`config.mk`:
```
export PLATFORM = sky130hd
export DESIGN_NAME = shift_chain
export DESIGN_NICKNAME = d
export VERILOG_FILES = /design/src/rtl/shift_chain_pkg.sv /design/src/rtl/shift_chain_stage.sv /design/src/rtl/shift_chain.sv
export SDC_FILE = /design/constraint.sdc
export NUM_CORES = 1
export LEC_CHECK = 0
export ABC_AREA = 1
export CAP_MARGIN = 20
export CORE_ASPECT_RATIO = 1.5
export CORE_UTILIZATION = 35
export DETAILED_ROUTE_END_ITERATION = 10
export PLACE_DENSITY = 0.71
export SETUP_SLACK_MARGIN = 0.02
export SYNTH_ARGS = -nofsm -noshare
export SYNTH_HDL_FRONTEND = slang
export SYNTH_SLANG_ARGS = --single-unit
```
`constraint.sdc`:
```
create_clock -name clk -period 1.55 [get_ports clk]
set_input_delay 0.2325 -clock clk [delete_from_list [all_inputs] [get_ports clk]]
set_output_delay 0.2325 -clock clk [all_outputs]
set_load 0.05 [all_outputs]
```
`src/rtl/shift_chain_pkg.sv`:
```
// Shared types and helpers for the parametrised shift_chain delay line.
package shift_chain_pkg;

    typedef enum logic [1:0] {
        MODE_HOLD   = 2'b00,
        MODE_SHIFT  = 2'b01,
        MODE_LOAD   = 2'b10,
        MODE_ROTATE = 2'b11
    } mode_e;

    // Width of a counter able to hold 0..depth inclusive.
    function automatic int cnt_width(input int depth);
        return $clog2(depth + 1);
    endfunction

endpackage

```
`src/rtl/shift_chain_stage.sv`:
```
// One register stage of shift_chain: serial/load next-value mux with optional
// inversion on the serial path only.
module chain_stage #(
    parameter int              WIDTH   = 8,
    parameter bit              INV     = 1'b0,
    parameter logic [WIDTH-1:0] RST_VAL = {WIDTH{1'b0}}
) (
    input  logic             clk,
    input  logic             reset,
    input  logic             en,
    input  logic             sel_load,
    input  logic [WIDTH-1:0] ser_in,
    input  logic [WIDTH-1:0] load_in,
    output logic [WIDTH-1:0] q
);

    logic [WIDTH-1:0] next_s;
    logic [WIDTH-1:0] q_r;

    // Select the candidate next value; loaded data bypasses the inversion.
    always_comb begin
        next_s = q_r;
        if (sel_load) begin
            next_s = load_in;
        end else if (INV) begin
            next_s = ~ser_in;
        end else begin
            next_s = ser_in;
        end
    end

    // Stage register; reset dominates the enable.
    always_ff @(posedge clk) begin
        if (reset) begin
            q_r <= RST_VAL;
        end else if (en) begin
            q_r <= next_s;
        end
    end

    assign q = q_r;

endmodule

```
`src/rtl/shift_chain.sv`:
```
// Configurable register chain with shift, parallel load, rotate, tap select
// and fill tracking; used as a delay line between datapath blocks.
module shift_chain
    import shift_chain_pkg::*;
#(
    parameter int               WIDTH    = 8,
    parameter int               DEPTH    = 4,
    parameter logic [DEPTH-1:0] INV_MASK = DEPTH'(4'b0010),
    parameter logic [WIDTH-1:0] RST_VAL  = {WIDTH{1'b0}}
) (
    input  logic                         clk,
    input  logic                         reset,
    input  logic                         en,
    input  logic [1:0]                   mode,
    input  logic [WIDTH-1:0]             d,
    input  logic [DEPTH*WIDTH-1:0]       load_data,
    input  logic [$clog2(DEPTH)-1:0]     tap_sel,
    output logic [DEPTH*WIDTH-1:0]       q_stages,
    output logic [WIDTH-1:0]             q_out,
    output logic [WIDTH-1:0]             tap_out,
    output logic [cnt_width(DEPTH)-1:0]  valid_cnt,
    output logic                         full
);

    localparam int CW = cnt_width(DEPTH);

    mode_e            mode_s;
    logic             stage_en_s;
    logic             sel_load_s;
    logic [WIDTH-1:0] stage_q_s  [DEPTH];
    logic [WIDTH-1:0] stage_in_s [DEPTH];
    logic [CW-1:0]    valid_cnt_r;
    logic [CW-1:0]    valid_nxt_s;

    assign mode_s     = mode_e'(mode);
    assign stage_en_s = en && (mode_s != MODE_HOLD);
    assign sel_load_s = (mode_s == MODE_LOAD);

    // Serial input of each stage; stage 0 closes the ring only in ROTATE.
    always_comb begin
        for (int i = 0; i < DEPTH; i++) begin
            stage_in_s[i] = {WIDTH{1'b0}};
        end
        if (mode_s == MODE_ROTATE) begin
            stage_in_s[0] = stage_q_s[DEPTH-1];
        end else begin
            stage_in_s[0] = d;
        end
        for (int i = 1; i < DEPTH; i++) begin
            stage_in_s[i] = stage_q_s[i-1];
        end
    end

    for (genvar g = 0; g < DEPTH; g++) begin : g_stage
        chain_stage #(
            .WIDTH   (WIDTH),
            .INV     (INV_MASK[g]),
            .RST_VAL (RST_VAL)
        ) u_stage (
            .clk      (clk),
            .reset    (reset),
            .en       (stage_en_s),
            .sel_load (sel_load_s),
            .ser_in   (stage_in_s[g]),
            .load_in  (load_data[g*WIDTH +: WIDTH]),
            .q        (stage_q_s[g])
        );
        assign q_stages[g*WIDTH +: WIDTH] = stage_q_s[g];
    end

    // Fill count: saturating on SHIFT, full on LOAD, untouched otherwise.
    always_comb begin
        valid_nxt_s = valid_cnt_r;
        if (en) begin
            case (mode_s)
                MODE_SHIFT: begin
                    if (valid_cnt_r != CW'(DEPTH)) begin
                        valid_nxt_s = valid_cnt_r + {{(CW-1){1'b0}}, 1'b1};
                    end else begin
                        valid_nxt_s = valid_cnt_r;
                    end
                end
                MODE_LOAD: valid_nxt_s = CW'(DEPTH);
                default:   valid_nxt_s = valid_cnt_r;
            endcase
        end else begin
            valid_nxt_s = valid_cnt_r;
        end
    end

    // Fill count register.
    always_ff @(posedge clk) begin
        if (reset) begin
            valid_cnt_r <= {CW{1'b0}};
        end else begin
            valid_cnt_r <= valid_nxt_s;
        end
    end

    // Tap mux; indices past the last stage read as zero.
    always_comb begin
        tap_out = {WIDTH{1'b0}};
        if (32'(tap_sel) < DEPTH) begin
            tap_out = stage_q_s[tap_sel];
        end else begin
            tap_out = {WIDTH{1'b0}};
        end
    end

    assign q_out     = stage_q_s[DEPTH-1];
    assign valid_cnt = valid_cnt_r;
    assign full      = (valid_cnt_r == CW'(DEPTH));

endmodule

```
==> results.toml <==
[place]
io_buffers = 98
gp_congestion = 0.8999
dp_hpwl_mm = 5.465
placed_area_sq_um = 3417

[yosys]
synthCells = 300
syn_area_per_cell_sq_um = 6.469
synth_area_sq_um = 1941
yosys.cell_types.count = 18
netlist_top_cells_area = "dfxtp_1 36%, a21oi_1 14%, nand2_1 9.5%"
yosysTopAreaCellShare_pct = 36.11
synth-edff-count = 0
syn_nets = 349
yosysTopAreaCell = "dfxtp_1"
ys_ff_latch = 35
synth_seq_area_share_pct = 36.11
async_flop_share_pct = 0
ys.flop_type = "dfxtp_1"
yosys_warnings = 0
synthTopCellsByCount = "56 x a21oi_1, 49 x nand2_1, 39 x nor2_1"
post-synth-top-count-cell = "a21oi_1"

[clock_tree]
cts-buffers-inserted = 5
clk_pin_slew_worst_paths_ns = 0.07
clk_latency_ns = 0.29
cts-root-buf = "clkbuf_8"
cts_tree = "done"
ctsHoldBuffers = 0
htreeDepth = 2
cts_sinks = 35
clock_path_buffers = 2

[floorplanning]
dieWidth_um = 62.80
fp.dieH_um = 93.20
core_area_sq_um = 5245
initial_core_util_pct = 37.00
io_pins = 99
rows = 32
die-area_sq_um = 5853

[layout]
finish.instance_area_sq_um = 3602
fillCellCount = 441
seqCellArea_sq_um = 703.2
area_growth_pct = 85.62
diodes = 0
drive_gt1_share_pct = 30.43
fin_nets = 462
multi_input_area_sq_um = 1186

[worst_setup_path]
startpoint_type = "input pin"
cp_max_fo = 16
critPathKind = "in2out"
critPathArrivalTime_ns = 1.26
critical_path_required_ns = 1.32
crit_path_end_kind = "output pin"

[timing]
rsz0062_at_grt = "false"
finClkSkew_ns = 0.007912
final.period_utilization_pct = 96.35
hold_violations = 0
slew_violations = 0
min_period_ns = 1.493
relSlewSlack_pct = 76.29
tightest_slew_ns = 0.3519
fmax_ghz = 0.6696
setup_viol = 0
fin_tns_setup_ns = 0

[grt]
gr-total-overflow = 0
grt_pass1_wl_mm = 11.41
grt_pass1_vias = 2322
antenna_found_initial = 0
grtUsageTotal_pct = 25.41
grt_max_degree = 36

[run]
maxCapViolCount = 0

[pwr]
leakage_nw = 1.549
ir_drop_mv = 0.5368
power-per-cell-area_nw_per_um2 = 849.2

[run_status]
status = "complete, no violations"

[route]
num_vias = 2473
dr.pass1.iters = 4
drt-total-wl_mm = 7.191
routed_via_density = 5.131
drc_errors = 0
drtIter0Drc = 196
ant_nets = 0
wl_per_cell_um = 14.92

[worst_hold_path]
hold_class = "in2reg"
## cells by family after synthesis
family                     synth area share (%)
buffers and inverters                     11.61
DFF                                       36.11
adders and majority gates                 1.289
and+or+nand+nor                           20.89
AOI/OAI and AO/OA                         29.66
xor gates and xnor gates                 0.4514
## power by group
| group | switching, mW | leakage [nW] | internal [mW] |
|---|---|---|---|
| combinational | 0.772 | 1.22 | 0.580 |
| clock | 0.333 | 0.0422 | 0.316 |
| sequential | 0.0853 | 0.290 | 0.973 |
## final cells by class
class	instances	share of cell area, %
Tap cell	68	2.362
Clock inverter	1	0.1389
Sequential cell	35	19.52
Inverter	21	2.292
Multi-Input combinational cell	218	32.93
Clock buffer	7	2.119
Timing Repair Buffer	132	40.64
## worst max-delay path: stages
cell and delay (ns):
dlygate4sd2_1 0.28, buf_6 0.17, o21ai_0 0.31, o22ai_4 0.11, buf_6 0.16
## per-stage QoR
| stage | hold WS (ns) | utilization [%] | power [mW] | instances | setup WS (ns) |
|---|---|---|---|---|---|
| detailed placement | 0.5412 | 65.15 | 2.382 | 473 | -0.2719 |
| global route | 0.5050 | 68.68 | 3.191 | 482 | 0.02280 |
| CTS | 0.4918 | 68.49 | 3.069 | 482 | 0.03715 |
| floorplan | 0.3786 | - | 1.793 | 300 | 0.04832 |
| finish | 0.5008 | 68.68 | 3.059 | 482 | 0.05665 |
| global placement | 0.5302 | 65.15 | 2.369 | 473 | -0.2051 |
## cells in the final DEF (no fill, tap or decap), types with 4 or more instances in the layout
master	count
a21oi_1	56
buf_4	53
nand2_1	49
clkdlybuf4s50_1	44
dfxtp_1	33
nor2_1	31
buf_12	27
o21ai_0	23
o21ai_1	17
inv_1	16
nand3_1	10
nor2_2	9
o21ai_2	8
o22ai_4	8
buf_6	6
clkbuf_8	5
inv_2	4
## registers in the layout, indices dropped and copies added, names as in the netlist
signal	count
g_stage.u_stage.q	32
valid_cnt	3
## path summary, 6_finish.rpt
check                                    from                       to  slack (ns)  depth (start not counted)
worst max-delay path               tap_sel[0]               tap_out[1]        0.06                          5
worst min-delay path            load_data[12]  g_stage[1].u_stage.q[4]        0.50                          3
worst max register to register   valid_cnt[0]             valid_cnt[1]        0.41                          7
worst min register to register   valid_cnt[0]             valid_cnt[0]        0.55                          4
## timing repair
action                     in CTS  in global routing
gates cloned                    0                  0
pin swaps                       0                  0
buffers inserted                1                  0
gates resized for setup        34                  6
setup endpoints to repair       8                  4
## metal layers
layer / global-route usage (%) / wire, um / vias to the layer above
met2: 47.83 / 4059 / 96
li1: - / - / 1219
met1: 27.01 / 2597 / 1144
met3: 3.780 / 312 / 14
met5: 0 / 0 / -
met4: 12.79 / 221 / 0
Note: power is estimated with default switching activity, not from simulation.
